$ cat src/rtl/mips_pkg.sv
// Shared MIPS datapath definitions: word width, PC step, reset PC default,
// and the {instr, pc} bundle handed from fetch to decode.
package mips_pkg;

    localparam int WORD_W = 32;
    localparam logic [WORD_W-1:0] PC_INCR = 32'd4;
    localparam logic [WORD_W-1:0] DEFAULT_RESET_PC = 32'h0000_0000;

    typedef struct packed {
        logic [WORD_W-1:0] instr;
        logic [WORD_W-1:0] pc;
    } fetch_pkt_t;

endpackage

$ cat src/rtl/fetch_unit_if.sv
// Fetch-stage bus bundle: imem request/response channel plus decode handoff.
// master = fetch unit side, slave = memory/decode side.
interface fetch_unit_if;
    import mips_pkg::*;

    logic              imem_req_valid;
    logic              imem_req_ready;
    logic [WORD_W-1:0] imem_req_addr;
    logic              imem_rsp_valid;
    logic [WORD_W-1:0] imem_rsp_data;
    logic              id_valid;
    logic              id_ready;
    logic [WORD_W-1:0] id_instr;
    logic [WORD_W-1:0] id_pc;

    modport master (
        output imem_req_valid,
        output imem_req_addr,
        input  imem_req_ready,
        input  imem_rsp_valid,
        input  imem_rsp_data,
        output id_valid,
        output id_instr,
        output id_pc,
        input  id_ready
    );

    modport slave (
        input  imem_req_valid,
        input  imem_req_addr,
        output imem_req_ready,
        output imem_rsp_valid,
        output imem_rsp_data,
        input  id_valid,
        input  id_instr,
        input  id_pc,
        output id_ready
    );

endinterface

$ cat src/rtl/fetch_queue.sv
// Synchronous FIFO with push/pop/flush and occupancy output.
// Ports: clk, reset (async high), flush, push, wdata, pop, rdata (head), occ.
module fetch_queue #(
    parameter int DEPTH = 2,
    parameter int WIDTH = 32,
    localparam int CW = $clog2(DEPTH + 1)
) (
    input  logic             clk,
    input  logic             reset,
    input  logic             flush,
    input  logic             push,
    input  logic [WIDTH-1:0] wdata,
    input  logic             pop,
    output logic [WIDTH-1:0] rdata,
    output logic [CW-1:0]    occ
);

    localparam int AW = $clog2(DEPTH);
    localparam logic [CW-1:0] FULL_CNT = CW'(DEPTH);
    localparam logic [AW-1:0] LAST_IDX = AW'(DEPTH - 1);

    logic [WIDTH-1:0] mem_q [DEPTH];
    logic [WIDTH-1:0] mem_d [DEPTH];
    logic [AW-1:0]    rd_ptr_q, rd_ptr_d;
    logic [AW-1:0]    wr_ptr_q, wr_ptr_d;
    logic [CW-1:0]    occ_q, occ_d;
    logic             do_push, do_pop;

    // Pointers wrap explicitly so DEPTH need not be a power of two.
    function automatic logic [AW-1:0] bump(input logic [AW-1:0] p);
        return (p == LAST_IDX) ? '0 : p + AW'(1);
    endfunction

    assign do_push = push & (occ_q != FULL_CNT);
    assign do_pop  = pop & (occ_q != '0);

    always_comb begin
        mem_d    = mem_q;
        rd_ptr_d = rd_ptr_q;
        wr_ptr_d = wr_ptr_q;
        occ_d    = occ_q;
        if (flush) begin
            rd_ptr_d = '0;
            wr_ptr_d = '0;
            occ_d    = '0;
        end else begin
            if (do_push) begin
                mem_d[wr_ptr_q] = wdata;
                wr_ptr_d        = bump(wr_ptr_q);
            end
            if (do_pop) begin
                rd_ptr_d = bump(rd_ptr_q);
            end
            occ_d = occ_q + CW'(do_push) - CW'(do_pop);
        end
    end

    always_ff @(posedge clk or posedge reset) begin
        if (reset) begin
            mem_q    <= '{default: '0};
            rd_ptr_q <= '0;
            wr_ptr_q <= '0;
            occ_q    <= '0;
        end else begin
            mem_q    <= mem_d;
            rd_ptr_q <= rd_ptr_d;
            wr_ptr_q <= wr_ptr_d;
            occ_q    <= occ_d;
        end
    end

    assign rdata = mem_q[rd_ptr_q];
    assign occ   = occ_q;

endmodule

$ cat src/rtl/fetch_unit.sv
// MIPS instruction-fetch stage: issues imem word reads for pc_in, queues
// in-order responses, hands {instr, pc} to decode, and computes next_pc.
// Ports: clk, reset (async high), pc_in, next_pc, redirect, redirect_target,
// bus (fetch_unit_if.master: imem req/rsp channel and decode channel).
module fetch_unit
    import mips_pkg::*;
#(
    parameter int QUEUE_DEPTH = 2,
    parameter logic [WORD_W-1:0] RESET_PC = DEFAULT_RESET_PC
) (
    input  logic              clk,
    input  logic              reset,
    input  logic [WORD_W-1:0] pc_in,
    output logic [WORD_W-1:0] next_pc,
    input  logic              redirect,
    input  logic [WORD_W-1:0] redirect_target,
    fetch_unit_if.master      bus
);

    localparam int CW = $clog2(QUEUE_DEPTH + 1);
    localparam logic [CW:0] CREDITS = (CW + 1)'(QUEUE_DEPTH);

    logic              req_fire, pop, rsp_live, iq_push;
    logic [CW-1:0]     in_flight_q, in_flight_d;
    logic [CW-1:0]     drop_cnt_q, drop_cnt_d;
    logic [CW-1:0]     iq_occ, tag_occ;
    logic [CW:0]       used;
    logic [WORD_W-1:0] tag_pc;
    fetch_pkt_t        iq_wdata, iq_rdata;

    // A pop in the redirect cycle is discarded along with the queue.
    assign pop = bus.id_valid & bus.id_ready & ~redirect;

    // Credit: outstanding (stale included) plus queued must stay below depth,
    // which keeps the instruction queue from ever overflowing.
    assign used = {1'b0, in_flight_q} + {1'b0, iq_occ} - {{CW{1'b0}}, pop};

    assign bus.imem_req_valid = ~reset & ~redirect & (used < CREDITS);
    assign bus.imem_req_addr  = {pc_in[WORD_W-1:2], 2'b00};

    assign req_fire = bus.imem_req_valid & bus.imem_req_ready;
    assign rsp_live = bus.imem_rsp_valid & (drop_cnt_q == '0);
    assign iq_push  = rsp_live & ~redirect;

    always_comb begin
        next_pc = pc_in;
        if (redirect) begin
            next_pc = redirect_target;
        end else if (req_fire) begin
            next_pc = pc_in + PC_INCR;
        end
    end

    always_comb begin
        in_flight_d = in_flight_q + CW'(req_fire) - CW'(bus.imem_rsp_valid);
        drop_cnt_d  = drop_cnt_q;
        if (redirect) begin
            // Everything still outstanding after this cycle is stale.
            drop_cnt_d = in_flight_q - CW'(bus.imem_rsp_valid);
        end else if (bus.imem_rsp_valid && drop_cnt_q != '0) begin
            drop_cnt_d = drop_cnt_q - CW'(1);
        end
    end

    always_ff @(posedge clk or posedge reset) begin
        if (reset) begin
            in_flight_q <= '0;
            drop_cnt_q  <= '0;
        end else begin
            in_flight_q <= in_flight_d;
            drop_cnt_q  <= drop_cnt_d;
        end
    end

    // PC of each live outstanding request, matched to responses in order.
    fetch_queue #(
        .DEPTH (QUEUE_DEPTH),
        .WIDTH (WORD_W)
    ) u_tag_fifo (
        .clk   (clk),
        .reset (reset),
        .flush (redirect),
        .push  (req_fire),
        .wdata (bus.imem_req_addr),
        .pop   (iq_push),
        .rdata (tag_pc),
        .occ   (tag_occ)
    );

    assign iq_wdata = '{instr: bus.imem_rsp_data, pc: tag_pc};

    fetch_queue #(
        .DEPTH (QUEUE_DEPTH),
        .WIDTH ($bits(fetch_pkt_t))
    ) u_instr_q (
        .clk   (clk),
        .reset (reset),
        .flush (redirect),
        .push  (iq_push & (tag_occ != '0)),
        .wdata (iq_wdata),
        .pop   (pop),
        .rdata (iq_rdata),
        .occ   (iq_occ)
    );

    assign bus.id_valid = (iq_occ != '0);
    assign bus.id_instr = bus.id_valid ? iq_rdata.instr : '0;
    assign bus.id_pc    = bus.id_valid ? iq_rdata.pc : RESET_PC;

endmodule

$ cat src/flat_wrapper.sv
// flat-port wrapper written by rule: the top's interface ports become plain ports
module fetch_unit_flat import mips_pkg::*;
#(
    parameter int QUEUE_DEPTH = 2,
    parameter logic [WORD_W-1:0] RESET_PC = DEFAULT_RESET_PC
)
  (clk, reset, pc_in, next_pc, redirect, redirect_target, bus_imem_req_valid, bus_imem_req_addr, bus_imem_req_ready, bus_imem_rsp_valid, bus_imem_rsp_data, bus_id_valid, bus_id_instr, bus_id_pc, bus_id_ready);
  fetch_unit_if bus_i ();
  input  logic clk;
  input  logic reset;
  input  logic [WORD_W-1:0] pc_in;
  output logic [WORD_W-1:0] next_pc;
  input  logic redirect;
  input  logic [WORD_W-1:0] redirect_target;
  output wire logic [$bits(bus_i.imem_req_valid)-1:0] bus_imem_req_valid;
  output wire logic [$bits(bus_i.imem_req_addr)-1:0] bus_imem_req_addr;
  input wire logic [$bits(bus_i.imem_req_ready)-1:0] bus_imem_req_ready;
  input wire logic [$bits(bus_i.imem_rsp_valid)-1:0] bus_imem_rsp_valid;
  input wire logic [$bits(bus_i.imem_rsp_data)-1:0] bus_imem_rsp_data;
  output wire logic [$bits(bus_i.id_valid)-1:0] bus_id_valid;
  output wire logic [$bits(bus_i.id_instr)-1:0] bus_id_instr;
  output wire logic [$bits(bus_i.id_pc)-1:0] bus_id_pc;
  input wire logic [$bits(bus_i.id_ready)-1:0] bus_id_ready;
  assign bus_imem_req_valid = bus_i.imem_req_valid;
  assign bus_imem_req_addr = bus_i.imem_req_addr;
  assign bus_i.imem_req_ready = bus_imem_req_ready;
  assign bus_i.imem_rsp_valid = bus_imem_rsp_valid;
  assign bus_i.imem_rsp_data = bus_imem_rsp_data;
  assign bus_id_valid = bus_i.id_valid;
  assign bus_id_instr = bus_i.id_instr;
  assign bus_id_pc = bus_i.id_pc;
  assign bus_i.id_ready = bus_id_ready;
  fetch_unit #(.QUEUE_DEPTH(QUEUE_DEPTH), .RESET_PC(RESET_PC)) u_core (.clk(clk), .reset(reset), .pc_in(pc_in), .next_pc(next_pc), .redirect(redirect), .redirect_target(redirect_target), .bus(bus_i));
endmodule
$ cat config.mk
export PLATFORM = sky130hd
export DESIGN_NAME = fetch_unit_flat
export DESIGN_NICKNAME = d
export VERILOG_FILES = /design/src/rtl/mips_pkg.sv /design/src/rtl/fetch_unit_if.sv /design/src/rtl/fetch_queue.sv /design/src/rtl/fetch_unit.sv /design/src/flat_wrapper.sv
export SDC_FILE = /design/constraint.sdc
export NUM_CORES = 1
export LEC_CHECK = 0
export CAP_MARGIN = 25
export CORE_MARGIN = 2
export CORE_UTILIZATION = 45
export CTS_CLUSTER_SIZE = 14
export DETAILED_ROUTE_END_ITERATION = 8
export GPL_ROUTABILITY_DRIVEN = 0
export HOLD_SLACK_MARGIN = 0.1
export PLACE_DENSITY_LB_ADDON = 0.08
export SLEW_MARGIN = 15
export SYNTH_ARGS = -nofsm -noshare
export SYNTH_HDL_FRONTEND = slang
export SYNTH_SLANG_ARGS = --single-unit
export TNS_END_PERCENT = 10
$ cat constraint.sdc
create_clock -name clk -period 8.8 [get_ports clk]
set_input_delay 1.76 -clock clk [delete_from_list [all_inputs] [get_ports clk]]
set_output_delay 1.76 -clock clk [all_outputs]
set_load 0.02 [all_outputs]
==> results_dict.tcl <==
set metrics [dict create \
    async_reset_ff_share_pct 100.0 \
    firstDrtPassIters 5 \
    routed_wl_um 23570 \
    yosys.area.top_type "dfrtp_1" \
    ant_nets 0 \
    worst_path_largest_cell_delay_ns 0.69 \
    finalHoldViolations 0 \
    slew_violations 0 \
    grt-ovfl-total 0 \
    path_class "primary input to output port" \
    grt_antenna_before_repair 0 \
    io_buffers 227 \
    h-tree-depth 4 \
    nets 1207 \
    ys.warnings.count 0 \
    ctsResizeCount 0 \
    critPathRequiredTime_ns 7.04 \
    avgViaCountPerCell 5.296 \
    fin_util_pct 58.67 \
    dp_hpwl_um 15510 \
    critPathTopFamily "simple AND/OR/NAND/NOR gates" \
    fin_crit_ns 7.595 \
    rows 54 \
    end_kind "output port" \
    die_x_um 153.0 \
    cp.arrival_ns 5.84 \
    setup_viol 0 \
    cap_violations 0 \
    power_density_nw_per_um2 194.7 \
    core_um2 21820 \
    fmax_ghz 0.1317 \
    crit_slowest_cell "or4_1" \
    synthFlopType "dfrtp_1" \
    synth-edff-count 0 \
    crit_chain "clkdlybuf4s50_1 > nand2_1 > nor2_1 > ha_1 > nand2b_1 > fa_1 > nand4bb_4 > or4_1 > buf_8 > or4_1 > a31oi_1 > clkdlybuf4s50_1" \
    path_buf_inv 3 \
    boundaryPins 232 \
    grt_max_degree 128 \
    vias 7335 \
    die-area_um2 23400 \
    power.leakage_nw 5.348 \
    routedWlPerCell_um 17.02 \
    ys_top_cells_by_count "dfrtp_1 (196), nor2_1 (149), mux2_2 (124), mux2i_1 (93), a21oi_1 (61)" \
    synthCells 924 \
    cp-start-kind "primary input" \
    netlist_area_um2 9985 \
    path_max_fanout 29 \
    drive_gt1_share_pct 15.93 \
    clockRootBuffer "clkbuf_16" \
    synth_area_leaders "dfrtp_1 (49%), mux2_2 (14%), mux2i_1 (9.3%)" \
    clk_latency_ns 0.42 \
    clock_skew_ns 0.006642 \
    clk_path_buf_depth 2 \
    grt_pass1_wl_um 38920 \
    grt_use_total_pct 20.68 \
    drc_errors 0 \
    hold_path.class "register to register" \
    power_w 0.002493 \
    diodes 0 \
    slew_headroom_pct 33.96 \
    syn2layout_area_growth_pct 28.25 \
    cts-hold-fix-buffers 0 \
    worst_slew_pin_slew_ns 0.9907 \
    cts_buffers 17 \
    vdd_ir_drop_max_v 0.0001224 \
    yosysUniqueCellTypes 44 \
    postCtsSetupRepairBufs 0 \
    ys_ff_latch 196 \
    die_h_um 153.0 \
    dr.first_iter.drc_count 390 \
    cts_sinks 196 \
    grt_pass1_vias 7393 \
    synth.top_cell.area_share_pct 49.12 \
    start_util_pct 45.75 \
    synth_most_common_cell "dfrtp_1" \
    outcome "finished clean" \
    cts_tree "yes" \
    syn_avg_cell_area_um2 10.81 \
    ys_seq_area_share_pct 49.12 \
    fin_tns_setup_ns 0 \
    rsz0062_at_grt "no" \
    final.period_utilization_pct 86.31 \
    clk_pin_slew_ns 0.07 \
]
## path summary, 6_finish.rpt
kind,start,to,slack (ns),depth (start not counted)
worst max register to register,u_core.u_instr_q.occ[0],u_core.u_tag_fifo.mem_q[61],4.81,12
max in group asynchronous,reset,u_core.u_instr_q.rd_ptr_q,5.35,3
min in group asynchronous,reset,u_core.in_flight_q[1],1.91,2
worst max-delay path,bus_id_ready,next_pc[25],1.20,12
worst min register to register,u_core.u_tag_fifo.mem_q[15],u_core.u_tag_fifo.mem_q[15],0.48,2
worst min-delay path,u_core.u_tag_fifo.mem_q[15],u_core.u_tag_fifo.mem_q[15],0.48,2
## cell families (layout without fill, tap and decap cells)
kind of cell | after synthesis | in the layout | synth area share (%)
buf+inv | 105 | 283 | 5.426
compound gates | 118 | 118 | 6.792
xor+xnor | 21 | 21 | 1.842
fa+ha+maj | 12 | 12 | 1.579
other cells | 1 | 4 | 0.03756
mux | 217 | 217 | 23.31
simple gates | 254 | 254 | 11.89
flops | 196 | 196 | 49.12
## area by class of cell
type	instances	area, µm²
multi-input cells	626	4572
clock buffers	19	442.9
fillers	1923	9019
well taps	280	350.3
flip-flops and latches	196	4910
repair buffers	239	2365
inverters	13	56.30
clock inverters	12	108.9
## stage by stage
stage,setup slack (ns),hold slack (ns),instance area [µm²],std cells
floorplan,0.4069,0.4496,9996,927
global placement,1.063,0.4711,12240,1353
finish,1.205,0.4829,12800,1385
global route,1.041,0.5083,12800,1385
CTS,0.9741,0.4883,12790,1384
detailed placement,0.9897,0.4722,12240,1353
## sequential cells by signal, indices dropped and copies added (netlist names)
signal                      cells
u_core.in_flight_q              2
u_core.drop_cnt_q               2
u_core.u_tag_fifo.mem_q        60
u_core.u_tag_fifo.rd_ptr_q      1
u_core.u_instr_q.mem_q        124
u_core.u_instr_q.wr_ptr_q       1
u_core.u_instr_q.occ            2
u_core.u_tag_fifo.wr_ptr_q      1
u_core.u_instr_q.rd_ptr_q       1
u_core.u_tag_fifo.occ           2
## tightest hold or removal path: cells and delay by family (launching register included)
family / cells / cell delay (ns)
AOI/OAI and AO/OA: 1 / 0.06
and+or+nand+nor: 1 / 0.05
DFF: 1 / 0.34
## cells in the final DEF, fill, tap and decap left out, types with 5 or more instances in the layout
cell / count
o21ai_0: 18
nor4_1: 5
dfrtp_1: 194
buf_4: 11
o31ai_1: 12
nand4_1: 7
clkdlybuf4s50_1: 226
or4_1: 16
nand3_1: 17
inv_1: 11
nand2_1: 29
a31oi_1: 14
o31a_1: 5
nor2_1: 147
a21oi_1: 61
ha_1: 11
mux2_2: 124
nand2b_1: 5
clkbuf_16: 17
and4_1: 5
xor2_1: 10
xnor2_1: 11
mux2i_1: 93
## where the power goes
| group | switching, W | total (W) | internal, W | leakage [nW] |
|---|---|---|---|---|
| sequential | 0.0000969 | 0.00119 | 0.00109 | 2.65 |
| combinational | 0.000273 | 0.000577 | 0.000304 | 2.43 |
| clock | 0.000330 | 0.000727 | 0.000397 | 0.269 |
## routing by layer
| layer | global-route usage (%) | routed length, µm | part of all wire, % |
|---|---|---|---|
| met1 | 30.05 | 11520 | 49 |
| met2 | 31.99 | 10610 | 45 |
| met3 | 3.828 | 1143 | 4.8 |
| met4 | 5.688 | 299 | 1.3 |
| met5 | 0 | 0 | 0 |
(Power assumes the default switching activity.)
